## config.mk

```make
export PLATFORM = sky130hd
export DESIGN_NAME = dbram_arbiter
export DESIGN_NICKNAME = d
export VERILOG_FILES = /design/src/rtl/dbram_arbiter_pkg.sv /design/src/rtl/dbram_arbiter_rr_grant2.sv /design/src/rtl/dbram_arbiter.sv
export SDC_FILE = /design/constraint.sdc
export NUM_CORES = 1
export LEC_CHECK = 0
export CORE_AREA = 2 2 109 111
export CTS_BUF_LIST = sky130_fd_sc_hd__clkbuf_4
export DETAILED_ROUTE_END_ITERATION = 12
export DIE_AREA = 0 0 111 113
export GPL_TIMING_DRIVEN = 0
export SETUP_SLACK_MARGIN = 0.02
export SLEW_MARGIN = 20
export SYNTH_ARGS = -nofsm -noshare
export SYNTH_HDL_FRONTEND = slang
export SYNTH_SLANG_ARGS = --single-unit
```

## constraint.sdc

```tcl
create_clock -name clk -period 1.8 [get_ports clk]
set_input_delay 0.27 -clock clk [delete_from_list [all_inputs] [get_ports clk]]
set_output_delay 0.27 -clock clk [all_outputs]
set_load 0.02 [all_outputs]
```

## src/rtl/dbram_arbiter_pkg.sv

```systemverilog
`default_nettype none
// ============================================================================
//  Module      : dbram_arbiter_pkg
//  Description : Shared types and configuration for the dual-core data-BRAM
//                arbiter.
//  Revision    : 1.0 - initial release
// ============================================================================
package dbram_arbiter_pkg;

    localparam int DBRAM_LOCK_MAX = 16;

    typedef enum logic [1:0] {
        ARB_RR    = 2'd0,
        ARB_LOCK0 = 2'd1,
        ARB_LOCK1 = 2'd2
    } dbram_arb_state_t;

endpackage
`default_nettype wire

```

## src/rtl/dbram_arbiter_rr_grant2.sv

```systemverilog
`default_nettype none
// ============================================================================
//  Module      : rr_grant2
//  Description : Combinational two-way round-robin grant; prio names the core
//                that wins when both request.
//  Revision    : 1.0 - initial release
// ============================================================================
module rr_grant2 (
    input  logic [1:0] req,
    input  logic       prio,
    output logic [1:0] grant
);

    always_comb begin
        grant = 2'b00;
        unique case (req)
            2'b01:   grant = 2'b01;
            2'b10:   grant = 2'b10;
            2'b11:   grant = prio ? 2'b10 : 2'b01;
            default: grant = 2'b00;
        endcase
    end

endmodule
`default_nettype wire

```

## src/rtl/dbram_arbiter.sv

```systemverilog
`default_nettype none
// ============================================================================
//  Module      : dbram_arbiter
//  Description : Shares one local data BRAM between two cores' load/store
//                units; round-robin with a bounded per-core lock.
//  Revision    : 1.0 - initial release
// ============================================================================
module dbram_arbiter
    import dbram_arbiter_pkg::*;
#(
    parameter int LOCK_MAX = DBRAM_LOCK_MAX
) (
    input  logic             clk,
    input  logic             rst_n,
    input  logic [1:0]       req,
    input  logic [1:0][31:0] addr,
    input  logic [1:0][3:0]  be,
    input  logic [1:0][31:0] wdata,
    input  logic [1:0]       load,
    input  logic [1:0]       lock,
    output logic [1:0]       ready,
    output logic [1:0]       data_valid,
    output logic [31:0]      rdata,
    output logic [29:0]      bram_addr,
    output logic             bram_en,
    output logic [3:0]       bram_be,
    output logic [31:0]      bram_data_in,
    input  logic [31:0]      bram_data_out
);

    localparam int                 C_CNT_W    = (LOCK_MAX > 2) ? $clog2(LOCK_MAX) : 1;
    localparam logic [C_CNT_W-1:0] C_CNT_LAST = C_CNT_W'(LOCK_MAX - 1);

    dbram_arb_state_t   r_state;
    dbram_arb_state_t   w_state_nxt;
    logic               r_prio;
    logic               w_prio_nxt;
    logic [C_CNT_W-1:0] r_lock_cnt;
    logic [C_CNT_W-1:0] w_cnt_nxt;
    logic [1:0]         w_rr_grant;
    logic [1:0]         w_acc;
    logic               w_sel;
    logic               w_owner;
    logic               w_unused_addr_lsb;

    rr_grant2 u_rr_grant2 (
        .req   (req),
        .prio  (r_prio),
        .grant (w_rr_grant)
    );

    always_comb begin
        ready = 2'b00;
        unique case (r_state)
            ARB_RR:    ready = w_rr_grant;
            ARB_LOCK0: ready[0] = req[0];
            ARB_LOCK1: ready[1] = req[1];
            default:   ready = 2'b00;
        endcase
    end

    // At most one accept bit is set, so the upper bit picks the port.
    assign w_acc   = req & ready;
    assign w_sel   = w_acc[1];
    assign w_owner = (r_state == ARB_LOCK1);

    assign bram_en           = |w_acc;
    assign bram_addr         = addr[w_sel][31:2];
    assign bram_be           = be[w_sel];
    assign bram_data_in      = wdata[w_sel];
    assign rdata             = bram_data_out;
    assign w_unused_addr_lsb = ^{addr[0][1:0], addr[1][1:0]};

    always_comb begin
        w_state_nxt = r_state;
        w_prio_nxt  = r_prio;
        w_cnt_nxt   = r_lock_cnt;
        unique case (r_state)
            ARB_RR: begin
                if (|w_acc) begin
                    if (lock[w_sel]) begin
                        w_state_nxt = w_sel ? ARB_LOCK1 : ARB_LOCK0;
                        w_cnt_nxt   = '0;
                    end else begin
                        w_prio_nxt = ~w_sel;
                    end
                end
            end
            ARB_LOCK0, ARB_LOCK1: begin
                w_cnt_nxt = r_lock_cnt + C_CNT_W'(1);
                // Timeout releases even if the owner asked to keep the lock.
                if ((r_lock_cnt == C_CNT_LAST) || (w_acc[w_owner] && !lock[w_owner])) begin
                    w_state_nxt = ARB_RR;
                    w_prio_nxt  = ~w_owner;
                end
            end
            default: w_state_nxt = ARB_RR;
        endcase
    end

    always_ff @(posedge clk or negedge rst_n) begin
        if (!rst_n) begin
            r_state    <= ARB_RR;
            r_prio     <= 1'b0;
            r_lock_cnt <= '0;
            data_valid <= 2'b00;
        end else begin
            r_state    <= w_state_nxt;
            r_prio     <= w_prio_nxt;
            r_lock_cnt <= w_cnt_nxt;
            data_valid <= w_acc & load;
        end
    end

endmodule
`default_nettype wire

```

==> metrics.md <==
| Metric | Value |
|---|---|
| Outcome | finished with violations |
| Violated checks | setup timing |
| Worst R2R Path Depth | 10 |
| First-pass GRT wire length | 14.6 mm |
| Count of state elements after synthesis | 9 |
| Share of cells above drive strength 1 | 43.0% |
| Mean Syn Cell Area | 5.36 um2 |
| Via/cell ratio | 4.05 |
| Crit path max fanout | 7 |
| RSZ-0062 raised after global routing | yes |
| Power density cells | 1260 nW/um2 |
| Pleak | 0.00235 uW |
| Root buffer cell | clkbuf_4 |
| Area added between synthesis and finish | 193% |
| Crit path from | r_state[1] |
| Post-synth top flop | dfrtp_1 |
| Worst Hold Class | in -> async |
| Arrival @ worst endpoint | 2000 ps |
| Die area | 12,500 um2 |
| Place WS | -976 ps |
| Clock sinks | 9 |
| CTS tree | done |
| Die Ht | 113 um |
| Routed WL | 9.86 mm |
| Final Util | 42.9% |
| Core area | 11,300 um2 |
| Max frequency | 0.440 GHz |
| Crit path required time | 1530 ps |
| Sequential share of the synthesized area | 13.6% |
| Final Max Slew Viols | 0 |
| Final Cell Area | 4830 um2 |
| Yosys top cell by area | nand2_1 |
| Synth top area share | 46.9% |
| Slew @ Worst Pin | 459 ps |
| Worst skew pair latency | 270 ps |
| Gate Count Post-Synth | 308 |
| DRC viols | 0 |
| Syn Nets | 488 |
| # hold bufs at CTS | 0 |
| Worst-path clk slew | 70 ps |
| Port bufs | 242 |
| Slew margin rel. | 69.3% |
| Fin nets | 749 |
| Synth unique cells | 36 |
| CP endpoint | bram_data_in[3] |
| Crit end category | output pin |
| Vias in the first global route | 2,883 |
| Final worst setup slack | -470 ps |
| Rows | 39 |
| DP HPWL | 8.25 mm |
| Kind of start point of the critical path | flop |
| Min Clock Period, post-route | 2270 ps |
| Max-cap violations | 0 |
| Commonest cells in the synthesized netlist | nand2_1 (206), buf_4 (33), dfrtp_1 (9) |
| Via count | 2,881 |
| Final clock skew | 6.39 ps |
| Ys async rst share | 100% |
| Hold Violations, Final | 0 |
| Num ports | 279 |
| # setup viols final | 74 |
| First-pass detailed-route iteration total | 4 |
| Largest net degree at the start of global routing | 11 |
| Total track usage | 14.3% |
| R2R Setup Slk | -320 ps |
| Crit path kind | reg -> out |
| Yosys warnings | 0 |
| Placer Congestion | 0.837 |
| Final ANT Viol Nets | 0 |
| Grt ovf | 0 |
| Wire per inst | 13.8 um |
| Fin crit share | 126% |
| Post-synth EDFFs | 0 |
| Reg2reg end | r_prio |
| Die width | 111 um |
| Origin of the critical flop-to-flop path | r_state[1] |
| Post-DP Area | 4480 um2 |
| Hold slack | 310 ps |
| H-tree levels | 1 |
| VDD IR max | 0.667 mV |
| Top post-synthesis cells by area | nand2_1 (47%), buf_4 (15%), dfrtp_1 (14%) |
| Netlist Area Pre-Place | 1650 um2 |
| Number of buffers created by CTS | 3 |
| Iteration-0 DRC Markers | 84 |
| Most common cell in the netlist | nand2_1 |
| Initial core utilization | 14.6% |
| Initial antenna violation count | 1 |
| Setup total negative slack | -28,770 ps |
| CTS Buffer Depth | 2 |
[flip-flops by register name, summed over array words and instances, names as in the netlist]
signal,count
r_state,2
r_lock_cnt,4
r_prio,1
data_valid,2
[area by class of cell]
type / count / area (um2)
antenna: 1 / 2.50
buffer: 47 / 428
clock buffer: 4 / 30.0
fill: 1148 / 6440
inverter: 4 / 27.5
multi-input combinational: 247 / 1440
sequential: 9 / 225
tap: 143 / 179
timing repair buffer: 257 / 2500
[logic make-up after synthesis]
logic type | share of synthesized area (%)
multiplexers | 0.682
buffers and inverters | 20.2
AND/OR/NAND/NOR | 53.3
flip-flops | 13.6
AO/OA/AOI/OAI | 9.10
adder cells (fa/ha/maj) | 3.03
[how the worst min path moves through the flow]
stage / start / end / cells past startpoint
finish: rst_n / r_state[1] / 1
global route: rst_n / r_state[1] / 1
CTS: rst_n / r_state[1] / 1
detailed placement: r_lock_cnt[3] / r_lock_cnt[3] / 1
global placement: r_lock_cnt[3] / r_lock_cnt[3] / 1
floorplan: rst_n / data_valid[0] / 0
[layer usage]
layer	vias to the layer above	track usage, %	share of wire (%)
met3	8	3.48	6.5
met4	0	2.00	1.4
met5	-	0	0
met2	135	28.5	54
li1	1442	-	-
met1	1296	15.7	38
[placed cells by master (no fill, tap or decap), types with 2 or more instances in the layout]
cell / synthesis / layout
o211ai_1: 2 / 2
dfrtp_1: 9 / 9
ha_1: 4 / 2
and2_1: 2 / 2
buf_6: 1 / 34
buf_2: 5 / 8
inv_2: 0 / 2
o21ai_0: 4 / 3
o21ai_1: 1 / 2
buf_8: 0 / 4
a21o_1: 2 / 2
clkbuf_4: 0 / 7
nand2_2: 0 / 83
clkdlybuf4s50_1: 0 / 173
nor2_1: 3 / 3
nand2_1: 206 / 112
ha_4: 0 / 2
buf_4: 33 / 75
clkbuf_8: 0 / 4
nand2_4: 0 / 11
nand3_1: 3 / 2
[critical path: stages (launching register included)]
cell	delay, ps
dfrtp_1	440
ha_4	200
nor3b_2	170
or2_1	140
buf_6	150
clkinv_8	80
buf_12	150
clkbuf_16	160
nand2_4	50
nand2_2	40
buf_6	120
[power breakdown]
part           switching (uW)  total, uW  leakage (uW)  internal (uW)
clock network            85.2        186     0.0000184            101
registers                78.4        361      0.000117            283
logic                    2840       5520       0.00222           2680
[metrics by stage]
stage / power [uW] / cells
6_report: 6070 / 712
5_1_grt: 6510 / 711
4_1_cts: 5640 / 706
3_5_place_dp: 5210 / 693
3_3_place_gp: 5140 / 693
2_1_floorplan: 3150 / 308
[what timing repair did]
| action | 4_1_cts | 5_1_grt |
|---|---|---|
| cloned | 2 | 1 |
| resized for setup | 378 | 62 |
| setup endpoints to repair | 76 | 77 |
| setup buffers | 7 | 5 |
| pin swaps | 3 | 32 |
(Power assumes the default switching activity.)
==> edit 1, RTL diff (same flow settings) <==
Make the reset (`rst_n`) synchronous in one clocked block.
--- a/src/rtl/dbram_arbiter.sv
+++ b/src/rtl/dbram_arbiter.sv
@@ -98,7 +98,7 @@
         endcase
     end
 
-    always_ff @(posedge clk or negedge rst_n) begin
+    always_ff @(posedge clk) begin
         if (!rst_n) begin
             r_state    <= ARB_RR;
             r_prio     <= 1'b0;
Behaviour: differs if rst_n is asserted again (counterexample within 4 cycles, from zero or initial values and one cycle with rst_n low); with rst_n held inactive, the same outputs for 10 cycles.
==> edit 1 against the original RTL <==
  * The flow still finishes with violations (negative setup slack)
  * Area after synthesis fell by 1.5%
  * Sequential cell count did not move
  * Combinational power is 32% lower
  * Worst setup slack got worse by 0.011 ns
  * Final area decreased by 7.0%
  * Critical path depth decreased by 1
  * Maximum frequency down 0.49%
  * Routed wire length down 7.1%
  * Total power shrank 30%
  * Sequential power shrank 24%
  * Critical endpoint is now bram_data_in[25]
  * Largest power group unchanged
==> edit 1: results (changes against the original RTL) <==
status: complete, but fails checks
failing checks: negative setup slack
largest cells by area after synthesis: mux2_2 41%, buf_4 15%, dfxtp_1 11%, mux2_4 6.5%, ha_1 3.1%
P_leak: 1.90 nW (-19%)
RD Place Congestion: 0.761 (-9.1%)
DP Cell Count: 561 (-19%)
Top FF cell, synth: dfxtp_1
reg2reg end: r_lock_cnt[3]
fin util: 39.9% (-3.0 points)
cells on worst reg2reg path: 13 (+3)
initial DRC count: 98 (+17%)
Reg2Reg Setup Slack: -0.25 ns (+0.07 ns)
via-per-instance ratio: 4.06 (+0.42%)
worst r2r src: r_state[0]
max_slew headroom: 71.7% (+2.4 points)
async set or reset register ratio after synthesis: 0% (-100 points)
syn nets: 356 (-27%)
Setup WS post-layout: -0.481 ns (-0.0112 ns)
first-pass GRT wire length: 13200 µm (-9.8%)
CP endpoint: bram_data_in[25]
Clk pwr share: 4.2% (+1.1 points)
Routed WL: 9150 µm (-7.1%)
dpl ws: -1.08 ns (-0.105 ns)
most frequent cells after synthesis: 59 x mux2_2, 32 x buf_4, 11 x nand2_1, 9 x dfxtp_1, 7 x mux2_4
Non-Filler Instances: 585 (-18%)
GR Util All Layers: 13.0% (-1.3 points)
Max rail drop VDD: 0.000606 V (-9.1%)
Comb power frac: 89.3% (-1.7 points)
TNS Setup: -27.92 ns (+0.849 ns)
Synth cell types: 33 (-8.3%)
syn avg cell area: 9.23 µm² (+72%)
layout cells sized above 1: 50.2% (+7.3 points)
Final Setup Violations: 73 (-1.4%)
vias in the first global route: 2528 (-12%)
clock skew: 0.0114 ns (+0.00497 ns)
internal power: 2.42 mW (-21%)
initial antenna violation count: 0 (-1)
sequential share of the synthesized area: 11.1% (-2.6 points)
CP max FO: 8 (+1)
-- edit 1: changes by cell type after synthesis, sizes merged, moves of 3 or more --
cell / delta
dfrtp: -9
mux2i: +3
mux2: +65
nand2: -195
dfxtp: +9
clkbuf: -5
-- edit 1: routing by layer --
| layer | share of wire, % | global-route usage (%) |
|---|---|---|
| met1 | 36 | 15.0 |
| met2 | 56 | 25.1 |
| met3 | 7.2 | 3.27 |
| met4 | 0.29 | 1.08 |
| met5 | 0 | 0 |
-- edit 1: critical path: stages (launching register included) --
cell and delay [ns]:
dfxtp_2 0.34, inv_2 0.05, ha_4 0.16, and2_4 0.16, a31oi_4 0.22, inv_6 0.10
buf_12 0.15, buf_12 0.13, mux2_4 0.30, buf_6 0.13
-- edit 1: area by class of cell --
class	instances	area (µm²)
Buffer	40	348
Timing Repair Buffer	263	2480
Multi-Input combinational cell	122	1260
Fill cell	1125	6780
Clock buffer	4	30.0
Inverter	4	20.0
Sequential cell	9	183
Tap cell	143	179
-- edit 1: worst min path at each step --
stage,startpoint,to,cells past startpoint
2_1_floorplan,load[0],data_valid[0],1
3_3_place_gp,r_state[0],r_state[0],2
3_5_place_dp,r_state[0],r_state[0],2
4_1_cts,r_state[1],r_state[1],2
5_1_grt,r_lock_cnt[0],r_lock_cnt[0],2
6_report,r_lock_cnt[0],r_lock_cnt[0],2
-- edit 1: kinds of logic after synthesis --
logic type,count (synthesis),synth area share [%]
DFF,9,11.1
adders and majority gates,4,3.08
buffers and inverters,45,19.1
and+or+nand+nor,32,10.2
AOI/OAI and AO/OA,17,7.31
muxes,69,49.2
-- edit 1: what timing repair did --
action / in CTS / in global routing
hold buffers: 0 / 0
setup endpoints to repair: 76 / 76
resized for setup: 367 / 14
cloned: 3 / 0
setup buffers: 19 / 2
pin swaps: 3 / 7
==> edit 2, RTL diff (same flow settings) <==
Made on the original files. `DBRAM_LOCK_MAX`: 16 -> 8.
--- a/src/rtl/dbram_arbiter_pkg.sv
+++ b/src/rtl/dbram_arbiter_pkg.sv
@@ -7,7 +7,7 @@
 // ============================================================================
 package dbram_arbiter_pkg;
 
-    localparam int DBRAM_LOCK_MAX = 16;
+    localparam int DBRAM_LOCK_MAX = 8;
 
     typedef enum logic [1:0] {
         ARB_RR    = 2'd0,
Function: changed (Yosys sat finds a counterexample within 10 cycles, from zero or initial values and one cycle with rst_n low).
==> edit 2 against the original RTL <==
  * The flow still finishes with violations (negative setup slack)
  * Worst setup slack gained 0.078 ns
  * Via count grew 2.0%
  * Non-clock buffer count grew 18
  * Routed wire length grew 2.0%
  * Final area grew 6.8%
  * Register-to-register slack gained 0.06 ns
  * Sequential share of layout area shrank 0.76 points
  * Sequential cell count shrank 1
  * Sequential power shrank 15%
  * Total power grew 25%
  * Area after synthesis shrank 3.0%
  * Critical path type unchanged
  * Highest routed layer unchanged
==> edit 2: results (changes against the original RTL) <==
P_leak: 2.51 nW (+6.6%)
WP data arrival: 1.92 ns (-0.08 ns)
Synth cell types: 28 (-22%)
H-tree lvl count: 1 (unchanged)
layout cells sized above 1: 42.1% (-0.86 points)
async set or reset register ratio after synthesis: 100% (unchanged)
Routed wire per std cell: 13.9 µm (+0.17%)
Max rail drop VDD: 0.000627 V (-5.9%)
Setup WS post-layout: -0.393 ns (+0.0777 ns)
Port Buf Inserts: 242 (unchanged)
syn nets: 484 (-0.82%)
initial DRC count: 85 (+1.2%)
clock buffer depth: 2 (unchanged)
first-pass GRT wire length: 14000 µm (-3.8%)
Final Setup Violations: 76 (+2.7%)
CP max FO: 8 (+1)
sequential share of the synthesized area: 12.5% (-1.1 points)
Reg clk slew, reported paths: 0.05 ns (-0.02 ns)
largest cells by area after synthesis: nand2_1 48%, buf_4 15%, dfrtp_1 13%, ha_1 3.9%, buf_2 2.2%
clock latency on the worst-skew pair: 0.25 ns (-0.02 ns)
critical path's largest stage delay: 0.44 ns (about the same)
Hold WC Path Type: in2async
CP top delay family: buffers and inverters
max_slew headroom: 71.7% (+2.3 points)
drt first pass iters: 4 (unchanged)
Top FF cell, synth: dfrtp_1
pin count of the biggest net entering global routing: 11 (unchanged)
initial antenna violation count: 0 (-1)
clock skew: 0.000491 ns (-0.00590 ns)
clk root buf: clkbuf_4
failing checks: negative setup slack
TritonCTS buffer count: 3 (unchanged)
most frequent cells after synthesis: 205 x nand2_1, 33 x buf_4, 8 x dfrtp_1, 7 x buf_2
# diodes: 0 (-1)
status: complete, but fails checks
DP Cell Count: 688 (-0.72%)
vias in the first global route: 2854 (-1.0%)
Nets: 765 (+2.1%)
fin. max-slew vios: 0 (unchanged)
Crit-path slowest cell: dfrtp_2
Detail Placement HPWL: 7540 µm (-8.6%)
GR Util All Layers: 13.6% (-0.69 points)
synth warn: 0 (unchanged)
syn avg cell area: 5.28 µm² (-1.4%)
via-per-instance ratio: 4.06 (+0.22%)
Top Registers: r_lock_cnt: 3 flops, data_valid: 2 flops, r_state: 2 flops
RD Place Congestion: 0.844 (+0.78%)
Routed WL: 10100 µm (+2.0%)
==> edit 2: metrics by stage <==
stage	utilization [%]	TNS (ns)	cell area, µm²	worst slack, ns
floorplan	-	0	1690	0.0307
global placement	38.0	-63.77	4290	-1.05
detailed placement	38.0	-65.16	4290	-1.06
CTS	42.5	-22.58	4790	-0.396
global route	45.8	-29.16	5160	-0.478
finish	45.8	-23.00	5160	-0.393
==> edit 2: kinds of logic after synthesis <==
logic type	after synthesis	share of synthesized area [%]
mux	4	3.13
buf+inv	54	21.4
simple gates	218	52.8
fa+ha+maj	5	3.91
compound gates	14	6.26
flops	8	12.5
==> edit 2: path summary, 6_finish.rpt <==
kind / start / endpoint / slack, ns / cells past startpoint
max in group asynchronous: rst_n / r_state[1] / 1.22 / 1
max reg2reg: r_state[1] / r_prio / -0.26 / 9
min: rst_n / data_valid[1] / 0.30 / 1
min reg2reg: r_lock_cnt[1] / r_lock_cnt[1] / 0.53 / 2
min in group clk: r_lock_cnt[1] / r_lock_cnt[1] / 0.53 / 2
max: r_state[1] / bram_addr[25] / -0.39 / 10
==> edit 2: layout make-up <==
cell class                      count  area, µm²
Buffer                             47        475
Timing Repair Buffer              275       2790
Fill cell                        1089       6110
Multi-Input combinational cell    241       1440
Tap cell                          143        179
Sequential cell                     8        201
Timing Repair inverter              1       8.76
Inverter                            7       38.8
Clock buffer                        3       22.5
==> edit 2: timing repair <==
item                                    in CTS  in global routing
hold buffers                                 0                  0
endpoints found under the setup margin      73                 76
buffers inserted                            17                 12
pin swaps                                   19                 47
gates resized for setup                    440                 94
gates cloned                                 5                  2
==> edit 2: per-layer routing <==
metal  routed length, µm  vias to the layer above  global-route usage (%)
met3                 713                       12                    2.30
met4                 164                        0                    3.67
li1                    -                     1454                       -
met5                   0                        -                       0
met2                5510                      170                    27.0
met1                3670                     1304                    15.0
==> edit 2: report_power, final <==
part | leakage (nW) | switching (mW) | internal, mW
registers | 0.101 | 0.0575 | 0.250
clock network | 0.0138 | 0.0559 | 0.0759
logic | 2.39 | 3.46 | 3.68
total | 2.51 | 3.58 | 4.01
